File: src/rtl/link_loopback_bist.sv
// link_loopback_bist: link BIST that sources a counter/PRBS word stream and checks the looped-back words in order.
module link_loopback_bist #(
  parameter int DATA_W  = 32,
  parameter int NUM_CH  = 4,
  parameter int MAX_OUT = 16,
  parameter int TIMEOUT = 4096,
  parameter int CNT_W   = 16
) (
  input  logic              clk_sys,
  input  logic              rst_n,
  input  logic              start,
  input  logic              abort,
  input  logic              mode,
  input  logic [CNT_W-1:0]  num_words,
  output logic [DATA_W-1:0] tx_data,
  output logic              tx_valid,
  input  logic              tx_ready,
  input  logic [DATA_W-1:0] rx_data,
  input  logic              rx_valid,
  output logic              busy,
  output logic              done,
  output logic              pass,
  output logic              timeout_err,
  output logic [CNT_W-1:0]  sent_cnt,
  output logic [CNT_W-1:0]  rcvd_cnt,
  output logic [CNT_W-1:0]  err_cnt,
  output logic [DATA_W-1:0] first_err_exp,
  output logic [DATA_W-1:0] first_err_got
);
  localparam int CH_W = $clog2(NUM_CH);
  localparam int PW = DATA_W - CH_W;
  localparam int TW = $clog2(TIMEOUT) + 1;
  localparam logic [CH_W-1:0] CH_LAST = CH_W'(NUM_CH - 1);
  typedef enum logic [1:0] {IDLE, RUN, DRAIN, DONE} state_t;
  state_t state, state_d;
  logic mode_r, have_err, go, hs, rx_act, spur, good, err, to_hit, tx_valid_d;
  logic [CNT_W-1:0] num_r, sent_d;
  logic [7:0] outst, out_d;
  logic [TW-1:0] timer;
  logic [CH_W-1:0] tx_ch, rx_ch;
  logic [PW-1:0] tx_fr, rx_fr;
  logic [31:0] tx_lf, rx_lf;
  logic [DATA_W-1:0] rx_word;
  // x^32+x^22+x^2+x+1, shifting towards the MSB
  function automatic logic [31:0] lfsr_nx(input logic [31:0] s);
    return {s[30:0], s[31] ^ s[21] ^ s[1] ^ s[0]};
  endfunction
  function automatic logic [CNT_W-1:0] sat(input logic [CNT_W-1:0] v);
    return &v ? v : v + 1'b1;
  endfunction
  assign tx_data = {tx_ch, mode_r ? tx_lf[PW-1:0] : tx_fr};
  assign rx_word = {rx_ch, mode_r ? rx_lf[PW-1:0] : rx_fr};
  assign busy = state == RUN || state == DRAIN;
  assign done = state == DONE;
  assign pass = done && err_cnt == '0 && !timeout_err;
  always_comb begin
    go = start && !abort && (state == IDLE || state == DONE);
    hs = tx_valid && tx_ready;
    rx_act = rx_valid && busy;
    spur = rx_act && outst == '0;
    good = rx_act && outst != '0;
    err = spur || (good && rx_data != rx_word);
    to_hit = busy && outst != '0 && !rx_valid && timer == TW'(TIMEOUT - 1);
    sent_d = hs ? sat(sent_cnt) : sent_cnt;
    out_d = hs && !good ? outst + 8'd1 : good && !hs ? outst - 8'd1 : outst;
    state_d = state;
    if (abort) state_d = IDLE;
    else if (go) state_d = num_words == '0 ? DONE : RUN;
    else if (to_hit) state_d = DONE;
    else if (state == RUN && sent_cnt == num_r) state_d = DRAIN;
    else if (state == DRAIN && outst == '0) state_d = DONE;
    tx_valid_d = state_d == RUN && (go || (sent_d < num_r && out_d < 8'(MAX_OUT)));
  end
  always_ff @(posedge clk_sys) begin
    if (!rst_n) state <= IDLE;
    else state <= state_d;
  end
  always_ff @(posedge clk_sys) begin
    if (!rst_n) begin
      tx_valid <= 1'b0;
      mode_r <= 1'b0;
      num_r <= '0;
      sent_cnt <= '0;
      rcvd_cnt <= '0;
      err_cnt <= '0;
      outst <= '0;
      timer <= '0;
      timeout_err <= 1'b0;
      have_err <= 1'b0;
      first_err_exp <= '0;
      first_err_got <= '0;
      tx_ch <= '0;
      tx_fr <= '0;
      tx_lf <= 32'h1;
      rx_ch <= '0;
      rx_fr <= '0;
      rx_lf <= 32'h1;
    end else begin
      tx_valid <= tx_valid_d;
      if (go) begin
        mode_r <= mode;
        num_r <= num_words;
        sent_cnt <= '0;
        rcvd_cnt <= '0;
        err_cnt <= '0;
        outst <= '0;
        timer <= '0;
        timeout_err <= 1'b0;
        have_err <= 1'b0;
        first_err_exp <= '0;
        first_err_got <= '0;
        tx_ch <= '0;
        tx_fr <= '0;
        tx_lf <= 32'h1;
        rx_ch <= '0;
        rx_fr <= '0;
        rx_lf <= 32'h1;
      end else begin
        sent_cnt <= sent_d;
        outst <= out_d;
        timer <= (!busy || rx_valid || outst == '0) ? '0 : timer + 1'b1;
        if (to_hit && !abort) timeout_err <= 1'b1;
        if (hs) begin
          tx_ch <= tx_ch == CH_LAST ? '0 : tx_ch + 1'b1;
          tx_fr <= tx_fr + PW'(tx_ch == CH_LAST);
          tx_lf <= lfsr_nx(tx_lf);
        end
        // a spurious word has no slot in the expected stream, so the RX generator holds
        if (good) begin
          rx_ch <= rx_ch == CH_LAST ? '0 : rx_ch + 1'b1;
          rx_fr <= rx_fr + PW'(rx_ch == CH_LAST);
          rx_lf <= lfsr_nx(rx_lf);
        end
        if (rx_act) rcvd_cnt <= sat(rcvd_cnt);
        if (err) err_cnt <= sat(err_cnt);
        if (err && !have_err) begin
          have_err <= 1'b1;
          first_err_exp <= spur ? '0 : rx_word;
          first_err_got <= rx_data;
        end
      end
    end
  end
endmodule

File: config.mk
export PLATFORM = sky130hd
export DESIGN_NAME = link_loopback_bist
export DESIGN_NICKNAME = d
export VERILOG_FILES = /design/src/rtl/link_loopback_bist.sv
export SDC_FILE = /design/constraint.sdc
export NUM_CORES = 1
export LEC_CHECK = 0
export ABC_CLOCK_PERIOD_IN_PS = 10000
export CAP_MARGIN = 20
export CORE_MARGIN = 2
export CORE_UTILIZATION = 45
export CTS_BUF_LIST = sky130_fd_sc_hd__clkbuf_16
export DETAILED_ROUTE_END_ITERATION = 12
export DONT_BUFFER_PORTS = 1
export GPL_ROUTABILITY_DRIVEN = 0
export SETUP_SLACK_MARGIN = 0.3
export SLEW_MARGIN = 10
export SYNTH_ARGS = -nofsm -noshare
export SYNTH_HDL_FRONTEND = slang
export SYNTH_SLANG_ARGS = --single-unit
export TNS_END_PERCENT = 50
File: constraint.sdc
create_clock -name clk_sys -period 10 [get_ports clk_sys]
set_clock_uncertainty 0.2 [all_clocks]
set_input_delay 2 -clock clk_sys [delete_from_list [all_inputs] [get_ports clk_sys]]
set_output_delay 2 -clock clk_sys [all_outputs]
set_load 0.005 [all_outputs]
==> summary.txt <==
Drt
  – Number of vias in the routed layout: 10.2k
  – Via count normalized by instance count: 5.32
  – Final antenna-violating net count: 0
  – Total wire length: 31300 µm
  – Count of TritonRoute iterations in the first routing pass: 5
  – Count of unresolved DRC violations after routing: 0
  – Detailed router's first-iteration violation count: 477
  – Routed length per placed instance: 16.2 µm

Floorplanning
  – Placeable core region: 28900 µm²
  – Overall die area: 30900 µm²
  – Starting Density: 0.460
  – Die span in x: 176 µm
  – Chip Height: 176 µm
  – Number of rows in the core area: 62
  – Number of top-level design ports: 204

Synth
  – Post-synthesis instance area: 13300 µm²
  – Synthesized netlist net count: 1639
  – Primary FF master, synth: sky130_fd_sc_hd__dfxtp_1
  – Number of flip-flops and latches in the synthesized netlist: 283
  – Post-synthesis cell type count: 51
  – Cell count after synthesis: 1551
  – Sequential-to-total area share from yosys stat: 0.426
  – Largest area contributor in the netlist: sky130_fd_sc_hd__dfxtp_1
  – Fraction of registers with async set/reset: 0
  – Mean instance size in the synthesized netlist: 8.58 µm²
  – Number of synthesized flops with an enable pin: 0
  – Top cell type's share of synthesized area: 0.426
  – Largest cells by area after synthesis: sky130_fd_sc_hd__dfxtp_1 (43%), sky130_fd_sc_hd__nand2_1 (6.5%), sky130_fd_sc_hd__mux2i_1 (5.6%)
  – Number of synthesis warnings: 0

Power and ir drop
  – Share of total power consumed by net switching: 0.221
  – Leakage power total: 0.00543 µW
  – Int Power: 1990 µW
  – Seq pwr share: 0.451
  – Pwr/cell area: 174 nW/µm²
  – Switching power: 562 µW
  – Worst ir drop on vdd: 97.7 µV
  – Combinational Power Share: 0.041
  – Clock power share: 0.508

GRT
  – Overall overflow remaining after global route: 0
  – Global-route wire length before repair: 49900 µm
  – Number of global-route vias before repair: 9718
  – Overall fraction of global-route tracks in use: 0.197
  – Number of antenna violations at the first check in global routing: 0
  – Pin count of the biggest net entering global routing: 101

Critical path
  – Crit Path Category: input port to flop
  – Critical Path Source Type: input port
  – Critical Path Sink Type: flop
  – CP required: 10.17 ns
  – Critical path peak fanout: 41
  – Crit path arrival time: 5.23 ns

Layout
  – Ant diodes: 0
  – Signed area change from the synthesized netlist to the final layout: 10.4%
  – Final Net Count: 1607
  – Proportion of layout cells with a drive suffix above 1: 0.0675
  – Post-route standard cell area excluding fillers: 14700 µm²

Run status
  – Outcome: finished clean

Clocking
  – Number of buffers created by CTS: 34
  – Count of instances resized after the clock tree is built: 0
  – Count of buffers added by post-CTS timing repair for setup: 0
  – TritonCTS clock tree: built
  – Clock Tree Root: sky130_fd_sc_hd__clkbuf_16
  – Deepest clock path buffer count: 3
  – Count of clock tree sinks: 283
  – Clock latency on the worst-skew pair: 0.51 ns
  – Number of H-tree branching levels: 2
  – Clock transition at the register clock pins on the worst setup and hold paths after CTS: 0.06 ns
  – Post-CTS Hold Buffers: 0

Placement
  – Final HPWL from detailed placement: 21400 µm
  – Post-DP Area: 13500 µm²
  – Number of input and output port buffers inserted: 0

Timing
  – Final slew viol count: 0
  – Post-layout minimum cycle time: 5.06 ns
  – Highest clock frequency the design can meet: 197 MHz
  – Setup repair after global routing missed its margin: no
  – Finish-stage setup viols: 0
  – Worst slew margin relative to its limit: 0.287
  – Aggregate negative setup slack: 0 ns
  – Post-route clock period utilization: 0.506
  – Number of endpoints with negative hold slack in the final report: 0
  – Transition at the pin with the smallest max-transition slack: 1.07 ns

Run
  – Number of violations of the max-capacitance limit: 0

Worst hold path
  – Hold/Removal Path Class: flop to flop
registers in the layout, indices dropped and copies added, names as in the netlist:
name / count
rx_lf: 32
timeout_err: 1
rx_fr: 30
first_err_got: 32
state: 2
rcvd_cnt: 16
tx_fr: 30
num_r: 16
mode_r: 1
tx_ch: 2
tx_valid: 1
outst: 8
sent_cnt: 16
timer: 13
tx_lf: 32
first_err_exp: 32
have_err: 1
rx_ch: 2
err_cnt: 16
synth_stat cells, types with 5 or more instances:
cell	number
sky130_fd_sc_hd__dfxtp_1	283
sky130_fd_sc_hd__and4_1	8
sky130_fd_sc_hd__nor2_1	146
sky130_fd_sc_hd__a21oi_1	123
sky130_fd_sc_hd__mux2_2	29
sky130_fd_sc_hd__mux2i_1	75
sky130_fd_sc_hd__nor4b_1	5
sky130_fd_sc_hd__nand2b_1	32
sky130_fd_sc_hd__nand3_1	49
sky130_fd_sc_hd__nor4_1	21
sky130_fd_sc_hd__o21bai_1	30
sky130_fd_sc_hd__xor2_1	62
sky130_fd_sc_hd__or4_1	5
sky130_fd_sc_hd__or3_1	34
sky130_fd_sc_hd__nand4_1	28
sky130_fd_sc_hd__ha_1	33
sky130_fd_sc_hd__nand2_1	232
sky130_fd_sc_hd__and2_1	24
sky130_fd_sc_hd__o21ai_0	30
sky130_fd_sc_hd__xnor2_1	76
sky130_fd_sc_hd__and3_1	55
sky130_fd_sc_hd__clkbuf_1	62
sky130_fd_sc_hd__nor3_1	18
sky130_fd_sc_hd__inv_1	37
final cells by class:
type / instances / area (µm²)
Tap cell: 384 / 480
Inverter: 38 / 143
Multi-Input combinational cell: 1152 / 7150
Timing Repair Buffer: 10 / 75.1
Clock inverter: 23 / 293
Sequential cell: 283 / 5670
Clock buffer: 35 / 876
Fill cell: 2711 / 14300
worst paths after layout:
path	startpoint	to	slack (ns)	depth (start not counted)
hold reg to reg	tx_lf[30]	tx_lf[31]	0.26	2
setup reg to reg	tx_valid	tx_valid	5.91	14
hold / removal	tx_lf[30]	tx_lf[31]	0.26	2
setup / recovery	tx_ready	tx_valid	4.94	14
layer usage:
| metal | global-route usage | vias to the layer above | part of all wire |
|---|---|---|---|
| met5 | 0 | - | 0 |
| met4 | 0.0510 | 0 | 0.018 |
| met3 | 0.0459 | 45 | 0.063 |
| met2 | 0.327 | 243 | 0.45 |
| met1 | 0.257 | 4738 | 0.47 |
| li1 | - | 5215 | - |
power groups by stage:
stage | combinational, µW | sequential [µW] | clock [µW]
after floorplan | 88.8 | 1170 | 0
after CTS | 107 | 1150 | 1330
final | 105 | 1150 | 1290
after detailed placement | 106 | 1170 | 0
after global routing | 117 | 1150 | 1370
after global placement | 105 | 1170 | 0
stage by stage:
stage | hold slack [ns] | util | power (µW) | instances | setup WS (ns)
4_1_cts | 0.265 | 0.507 | 2580 | 1925 | 4.93
6_report | 0.259 | 0.507 | 2550 | 1925 | 4.94
3_5_place_dp | 0.253 | 0.467 | 1280 | 1867 | 4.41
5_1_grt | 0.281 | 0.507 | 2640 | 1925 | 4.52
2_1_floorplan | 0.226 | - | 1260 | 1551 | 5.33
3_3_place_gp | 0.244 | 0.467 | 1280 | 1867 | 4.53
layout by cell type (no fill, tap or decap), drive strengths merged, types with 3 or more instances in the layout:
master    n
dfxtp   283
nand2   232
nor2    146
a21oi   123
xnor2    76
mux2i    75
xor2     62
and3     55
nand3    49
inv      45
clkbuf   35
or3      34
ha       33
nand2b   32
o21bai   30
o21ai    30
mux2     29
nand4    28
and2     24
nor4     21
nor3     19
buf      10
and4      8
clkinv    8
bufinv    7
or4       5
nor4b     5
o31ai     5
or2       4
a21o      4
a211oi    3
logic make-up (layout without fill, tap and decap cells):
family	count (synthesis)	count (layout)	synth area share
muxes	104	104	0.0810
DFF	283	283	0.426
xor gates and xnor gates	138	138	0.0909
buffers and inverters	116	106	0.0388
AOI/OAI and AO/OA	208	208	0.0912
and+or+nand+nor	669	669	0.241
adders and majority gates	33	33	0.0310
critical path: stages:
cell                       delay [ns]
sky130_fd_sc_hd__and2_1          0.10
sky130_fd_sc_hd__buf_4           0.35
sky130_fd_sc_hd__inv_1           0.07
sky130_fd_sc_hd__buf_4           0.28
sky130_fd_sc_hd__a21oi_1         0.46
sky130_fd_sc_hd__and4_1          0.44
sky130_fd_sc_hd__nand3_1         0.14
sky130_fd_sc_hd__xnor2_1         0.15
sky130_fd_sc_hd__ha_1            0.31
sky130_fd_sc_hd__nand4_1         0.11
sky130_fd_sc_hd__nor3_1          0.33
sky130_fd_sc_hd__nand3_1         0.12
sky130_fd_sc_hd__a221oi_1        0.26
sky130_fd_sc_hd__nor3_1          0.11
No activity file was read; power rests on OpenSTA's default activity.
